File: config.mk
export PLATFORM = sky130hd
export DESIGN_NAME = clk_gen_ctrl
export DESIGN_NICKNAME = d
export VERILOG_FILES = /design/src/rtl/clk_gen_ctrl.sv
export SDC_FILE = /design/constraint.sdc
export NUM_CORES = 1
export LEC_CHECK = 0
export ABC_CLOCK_PERIOD_IN_PS = 7980
export BUFFER_PORTS_ARGS = -buffer_cell sky130_fd_sc_hd__buf_2
export CORE_MARGIN = 2
export CORE_UTILIZATION = 52
export CTS_CLUSTER_DIAMETER = 80
export DETAILED_ROUTE_END_ITERATION = 10
export PLACE_DENSITY = 0.73
export SETUP_SLACK_MARGIN = 0.2
export SYNTH_ARGS = -nofsm -noshare
export SYNTH_HDL_FRONTEND = slang
export SYNTH_SLANG_ARGS = --single-unit
File: constraint.sdc
create_clock -name i_clk -period 7.98 [get_ports i_clk]
set_input_delay 0.798 -clock i_clk [delete_from_list [all_inputs] [get_ports i_clk]]
set_output_delay 0.798 -clock i_clk [all_outputs]
set_load 0.02 [all_outputs]
File: src/rtl/clk_gen_ctrl.sv
`timescale 1ns/1ps
// clk_gen_ctrl: run-time programmable divided clock for the single-cycle core.
// Latency: first o_clk_div rise one i_clk after RUN is seen in IDLE; all outputs registered.
// Backpressure: none; mode changes take effect only at period boundaries (no runt pulses).
//
// Ports:
//   i_clk        board clock, all logic on its rising edge
//   i_reset      asynchronous active-low reset
//   i_div        requested half-period (0 treated as 1), captured by i_div_load
//   i_div_load   one-cycle strobe writing i_div into the shadow divisor
//   i_mode       00 RUN, 01 STEP, 10/11 HALT
//   i_step       raw, bouncing step push-button (active high)
//   o_clk_div    50% duty divided clock
//   o_clk_en     one-cycle pulse in the first high cycle of o_clk_div
//   o_div_active half-period currently in use
//   o_tick_cnt   number of o_clk_en pulses since reset (wraps)
//   o_state      debug FSM state: 00 IDLE, 01 HI, 10 LO
module clk_gen_ctrl #(
  parameter int CNT_W       = 16,
  parameter int DEFAULT_DIV = 25,
  parameter int DBNC_CYCLES = 50000,
  parameter int TICK_W      = 32
) (
  input  logic              i_clk,
  input  logic              i_reset,
  input  logic [CNT_W-1:0]  i_div,
  input  logic              i_div_load,
  input  logic [1:0]        i_mode,
  input  logic              i_step,
  output logic              o_clk_div,
  output logic              o_clk_en,
  output logic [CNT_W-1:0]  o_div_active,
  output logic [TICK_W-1:0] o_tick_cnt,
  output logic [1:0]        o_state
);

  typedef enum logic [1:0] {
    IDLE = 2'b00,
    HI   = 2'b01,
    LO   = 2'b10
  } state_t;

  // A zero divisor would never reach terminal count, so clamp to 1.
  localparam int DEF_N = (DEFAULT_DIV < 1) ? 1 : DEFAULT_DIV;
  localparam logic [CNT_W-1:0] DEF_DIV = CNT_W'(DEF_N);

  localparam int DBNC_N = (DBNC_CYCLES < 1) ? 1 : DBNC_CYCLES;
  localparam int DW     = $clog2(DBNC_N + 1);
  localparam logic [DW-1:0] DBNC_LAST = DW'(DBNC_N - 1);

  state_t           state;
  logic [CNT_W-1:0] cnt;
  logic [CNT_W-1:0] shadow;
  logic             pending;

  logic             step_meta;
  logic             step_sync;
  logic             step_lvl;
  logic             step_lvl_q;
  logic [DW-1:0]    dbnc_cnt;
  logic             step_pulse;

  logic             mode_run;
  logic             mode_step;
  logic             tc;
  logic             enter_hi;
  logic [CNT_W-1:0] div_req;

  assign o_state    = state;
  assign mode_run   = (i_mode == 2'b00);
  assign mode_step  = (i_mode == 2'b01);
  assign tc         = (cnt == o_div_active - CNT_W'(1));
  assign div_req    = (i_div == '0) ? CNT_W'(1) : i_div;
  assign step_pulse = step_lvl & ~step_lvl_q;

  // Every rising edge of o_clk_div comes through here; it is also the only
  // point where a pending divisor is applied, keeping both halves equal.
  always_comb begin
    enter_hi = 1'b0;
    case (state)
      IDLE:    enter_hi = mode_run | (mode_step & step_pulse);
      LO:      enter_hi = tc & mode_run;
      default: enter_hi = 1'b0;
    endcase
  end

  // Step button: 2-FF synchroniser, then the accepted level only moves after
  // DBNC_N consecutive samples that disagree with it. A sample agreeing with
  // the current level restarts the count.
  always_ff @(posedge i_clk or negedge i_reset) begin
    if (!i_reset) begin
      step_meta  <= 1'b0;
      step_sync  <= 1'b0;
      step_lvl   <= 1'b0;
      step_lvl_q <= 1'b0;
      dbnc_cnt   <= '0;
    end else begin
      step_meta  <= i_step;
      step_sync  <= step_meta;
      step_lvl_q <= step_lvl;
      if (step_sync == step_lvl) begin
        dbnc_cnt <= '0;
      end else if (dbnc_cnt == DBNC_LAST) begin
        step_lvl <= step_sync;
        dbnc_cnt <= '0;
      end else begin
        dbnc_cnt <= dbnc_cnt + DW'(1);
      end
    end
  end

  always_ff @(posedge i_clk or negedge i_reset) begin
    if (!i_reset) begin
      state        <= IDLE;
      cnt          <= '0;
      o_clk_div    <= 1'b0;
      o_clk_en     <= 1'b0;
      o_tick_cnt   <= '0;
      o_div_active <= DEF_DIV;
      shadow       <= DEF_DIV;
      pending      <= 1'b0;
    end else begin
      o_clk_en <= 1'b0;

      // A load in the same cycle as the apply stays pending for the next rise;
      // the apply itself uses the shadow value from before this load.
      if (i_div_load) begin
        shadow <= div_req;
      end
      pending <= i_div_load | (pending & ~enter_hi);

      if (enter_hi) begin
        state      <= HI;
        cnt        <= '0;
        o_clk_div  <= 1'b1;
        o_clk_en   <= 1'b1;
        o_tick_cnt <= o_tick_cnt + TICK_W'(1);
        if (pending) begin
          o_div_active <= shadow;
        end
      end else begin
        case (state)
          IDLE: begin
            cnt       <= '0;
            o_clk_div <= 1'b0;
          end
          HI: begin
            if (tc) begin
              cnt       <= '0;
              state     <= LO;
              o_clk_div <= 1'b0;
            end else begin
              cnt <= cnt + CNT_W'(1);
            end
          end
          LO: begin
            // LO terminal count with RUN is handled by enter_hi above.
            if (tc) begin
              cnt   <= '0;
              state <= IDLE;
            end else begin
              cnt <= cnt + CNT_W'(1);
            end
          end
          default: begin
            state     <= IDLE;
            cnt       <= '0;
            o_clk_div <= 1'b0;
          end
        endcase
      end
    end
  end

endmodule
; ---- After elaboration in Yosys (flattened, before gate mapping)
; Cells that the tools add are included.
[word_totals]
in_bits = 22
out_inout_bits = 52
elab_cells = 59
rom_bits = 0
latchBits = 0
ramBits = 0
regBits = 105
n_memories = 0
[classes]
mux = 15
mul = 0
n_bitwise = 9
div = 0
n_eq_ne = 10
n_reduce_logical = 8
addsub = 4
magnitude_cmp = 0
n_shift = 0
[ops]
columns = op, count
row1 = 16-bit two-way mux, 6
row2 = "16-bit by 1-bit adder with 16-bit output, second input constant", 2
row3 = "32-bit by 1-bit adder with 32-bit output, second input constant", 1
row4 = 16-bit == test, 1
row5 = "16-bit == test, second input constant", 1
row6 = 16-bit zero test, 1
row7 = "16-bit by 1-bit subtractor with 16-bit output, second input constant", 1
row8 = 2-bit two-way mux, 3
row9 = "3-bit != test, second input constant", 2
row10 = 2-bit case mux with 3 select lines, 1
row11 = 2-bit AND reduction, 3
row12 = 1-bit bitwise AND, 4
row13 = "2-bit by 1-bit == test with 1-bit output, second input constant", 2
row14 = 2-bit zero test, 2
row15 = "2-bit != test, second input constant", 2
row16 = 1-bit case mux with 2 select lines, 2
row17 = 1-bit two-way mux, 3
row18 = 1-bit inverter, 3
row19 = 3-bit AND reduction, 1
row20 = "2-bit == test, second input constant", 1
row21 = 1-bit bitwise OR, 2
row22 = 2-bit OR reduction, 1
row23 = 1-bit == test, 1

; ---- Logic depth before layout (Yosys ltp)
[depth]
word_depth = 8
depth_mapped = 14
depth_no_buf = 11

; ---- Worst setup path after synthesis
; OpenSTA, ideal clock, no wires.
[synth_path]
path_type = flip-flop to flip-flop
start = register o_div_active[2]
end = register o_div_active[10]
arrival_ns = 2.848
synth_period_minus_slack_ns = 2.973
required_time_ns = 7.855
path_buffers = 3
setup_time_ns = 0.125
stages_incl_launch_ff = 13
slack_ns = 5.007
path_cell_list = dfrtp_1 > buf_6 > nor4_1 > nand4b_1 > a2111oi_0 > and4_1 > o2111ai_2 > o21a_1 > buf_6 > inv_4 > nand2_4 > buf_6 > mux2_4
[synth_via]
elab_chain_cells = 5
[synth_lines]
columns = item, line_no
row1 = from (decl), 32  ; output logic [CNT_W-1:0] o_div_active,
row2 = from (signal assigned), 139  ; o_div_active <= shadow;
row3 = 16-bit by 1-bit subtractor with 16-bit output, 72  ; assign tc = (cnt == o_div_active - CNT_W'(1));
row4 = 16-bit == test, 72
row5 = 1-bit bitwise AND, 82  ; LO: enter_hi = tc & mode_run;
row6 = 1-bit case mux with 2 select lines, 80  ; case (state)
row7 = 2-bit AND reduction (no line), -
; Every way passes these cells.
; A chain may end at the register's enable or synchronous reset.

; ---- Worst setup path after layout
[layout_path]
start = register o_div_active[2]
end = register o_div_active[8]
; The elaborated chain is that of the path after synthesis.

==> results.cfg <==
[run_status]
status = completed

[detailed_routing]
vias_per_cell = 5.41
wl_per_cell_um = 15.8
initialDrtViolationCount = 149
routed_wl_um = 10800
drt-pass1-iter-count = 4
detail-route-antenna-nets = 0
vias = 3687
drc = 0

[critical_path]
slowest_delay_ns = 0.69
r2r_end = o_div_active[8]$_DFFE_PN0P_
crit_family = simple AND/OR/NAND/NOR gates
critPathBufInv = 1
setup.worst_path.class = register to register
crit_arrival_ns = 3.97
worstSetupStartpointType = register
crit_path_top_delay_cell = nor4_1
r2r-start = o_div_active[2]$_DFFE_PN0P_
cp_data_required_time_ns = 8.23
r2r_slack_ns = 4.27
cp_max_fo = 20
end_kind = register
cp_cell_sequence = nor4_1, nand4b_1, a2111oi_0, and4_1, o2111ai_2, o21a_1, inv_4, nand2_4, mux2_4
r2r.worst_path.cells = 9

[pwr]
p_leak_nw = 2.84
cellPowerDensity_nw_per_um2 = 162
irDropWorstVdd_uv = 150

[synthesis]
yosysSeqAreaShare_pct = 51.0
ys.warnings.count = 0
ys.flop_type = dfrtp_1
synth_common_cells = dfrtp_1 (99), nor2_1 (48), xnor2_1 (41)
post-synth-top-area-cell = dfrtp_1
netlist-cell-type-count = 50
synthesis.nets = 500
syn_inst = 471
yosys_register_bits = 105
synth_edf_count = 0
syn_area_um2 = 5170
synth_area_leaders = dfrtp_1 (48%), xnor2_1 (6.9%), xor2_1 (5.6%), mux2_2 (5.0%), nand3_1 (3.7%)
syn_avg_cell_area_um2 = 11.0
synth_top_cell_area_share_pct = 47.9
synth_most_common_cell = dfrtp_1
async_reset_ff_share_pct = 100

[sta]
fin_setup_tns_ns = 0
rsz0062_at_grt = false
finalCritPeriodShare_pct = 46.6
fmax_ghz = 0.269
clock_skew_ns = 0.00967
drv_slew = 0
layout_min_cycle_time_ns = 3.71
tightest_slew_ns = 0.935
setup_violations = 0
slew_headroom_pct = 37.7
hold_violations = 0

[floorplanning]
fp.dieW_um = 104
dieArea_um2 = 10800
io_pins = 74
coreArea_um2 = 9730
die_h_um = 104
fp-row-count = 36
initial_utilization_pct = 53.2

[grt]
grt_pass1_vias = 3712
globalRouteOverflowTotal = 0
antenna_found_initial = 0
grt_first_pass_wirelength_um = 18500
grt_max_degree = 77
grt_util_all_layers_pct = 21.3

[clock_network]
ctsResizeCount = 0
cts_htree_levels = 3
cts_root_buf = clkbuf_8
cts_tree = done
hold_buffers = 0
insertion_delay_ns = 0.37
clockBufferDepth = 2
clock_sinks = 105
postCtsSetupBuffers = 0
clk_pin_slew_ns = 0.10
cts_made_buffers = 9

[place]
port_buffers = 73
gp_congestion = 0.825
dp_hpwl_um = 7620

[layout]
drive_gt1_share_pct = 25.4
postLayoutCoreUtil_pct = 60.0
final_nets = 572
num_antenna_cells = 0
filler_cell_count = 854
area_delta_synth_final_pct = 12.9

[job]
cap_viol_max_count = 0

[hold_path]
hold_path.class = input port to asynchronous set/reset pin
[how the worst max path moves through the flow]
stage | cells after the start | start | slack [ns] | to
6_report | 9 | o_div_active[2]$_DFFE_PN0P_ | 4.27 | o_div_active[8]$_DFFE_PN0P_
4_1_cts | 9 | o_div_active[2]$_DFFE_PN0P_ | 4.25 | o_div_active[8]$_DFFE_PN0P_
3_5_place_dp | 9 | o_div_active[2]$_DFFE_PN0P_ | 4.33 | o_div_active[11]$_DFFE_PN0P_
5_1_grt | 9 | o_div_active[2]$_DFFE_PN0P_ | 3.94 | o_div_active[8]$_DFFE_PN0P_
3_3_place_gp | 9 | o_div_active[2]$_DFFE_PN0P_ | 4.44 | o_div_active[5]$_DFFE_PN0P_
2_1_floorplan | 12 | o_div_active[2]$_DFFE_PN0P_ | 5.01 | o_div_active[10]$_DFFE_PN0P_
[registers in the layout, summed over array words and instances (netlist names), 2 cells and up]
name and count:
o_tick_cnt 32, cnt 16, dbnc_cnt 16, o_div_active 16
shadow 16, o_state 2
[stage by stage]
step	worst slack [ns]	cells	hold slack (ns)	power, mW	instance area (um2)
after floorplan	5.01	471	0.331	0.570	5170
after global placement	4.44	665	0.333	0.590	5620
after global routing	3.94	681	0.349	0.983	5840
final	4.27	681	0.331	0.947	5840
after CTS	4.25	681	0.336	0.959	5840
after detailed placement	4.33	665	0.344	0.592	5620
[cell type report]
type / count / area, um2 / area share (%)
flip-flops and latches: 105 / 2640 / 45.1
multi-input cells: 340 / 2390 / 41.0
repair buffers: 74 / 375 / 6.43
well taps: 133 / 166 / 2.85
clock buffers: 10 / 128 / 2.19
clock inverters: 6 / 91.3 / 1.56
inverters: 13 / 51.3 / 0.879
[placed cells by master, fill, tap and decap left out, drive strengths merged, types with 4 or more instances in the layout]
| master | n |
|---|---|
| a21oi | 7 |
| and3 | 11 |
| buf | 74 |
| clkbuf | 10 |
| dfrtp | 99 |
| dfstp | 6 |
| ha | 7 |
| inv | 14 |
| mux2 | 33 |
| nand2 | 28 |
| nand3 | 38 |
| nand4 | 13 |
| nor2 | 48 |
| nor2b | 4 |
| nor3 | 18 |
| nor4 | 9 |
| o21ai | 5 |
| or2 | 4 |
| xnor2 | 41 |
| xor2 | 33 |
[routing by layer]
layer / routed length (um) / track usage [%] / up-vias
met5: 0 / 0 / -
met4: 134 / 5.89 / 0
met3: 450 / 4.66 / 12
met2: 5180 / 35.2 / 90
met1: 5010 / 28.5 / 1806
li1: - / - / 1779
[kinds of logic after synthesis]
kind of cell,share of synthesized area (%)
adders and majority gates,1.69
DFF,51.0
buffers and inverters,2.81
xor gates and xnor gates,13.0
and+or+nand+nor,19.9
muxes,7.91
AOI/OAI and AO/OA,3.75
[power by group]
group | switching, mW | internal (mW)
combinational | 0.0185 | 0.0130
sequential | 0.00598 | 0.543
clock | 0.188 | 0.179
total | 0.213 | 0.735
[worst register-to-register path: cells and delay by family (launching register included)]
family | cells | cell delay, ns
AOI/OAI and AO/OA | 3 | 1.12
buffers and inverters | 1 | 0.33
DFF | 1 | 0.47
muxes | 1 | 0.35
and+or+nand+nor | 4 | 1.34
Note: power is estimated with default switching activity, not from simulation.
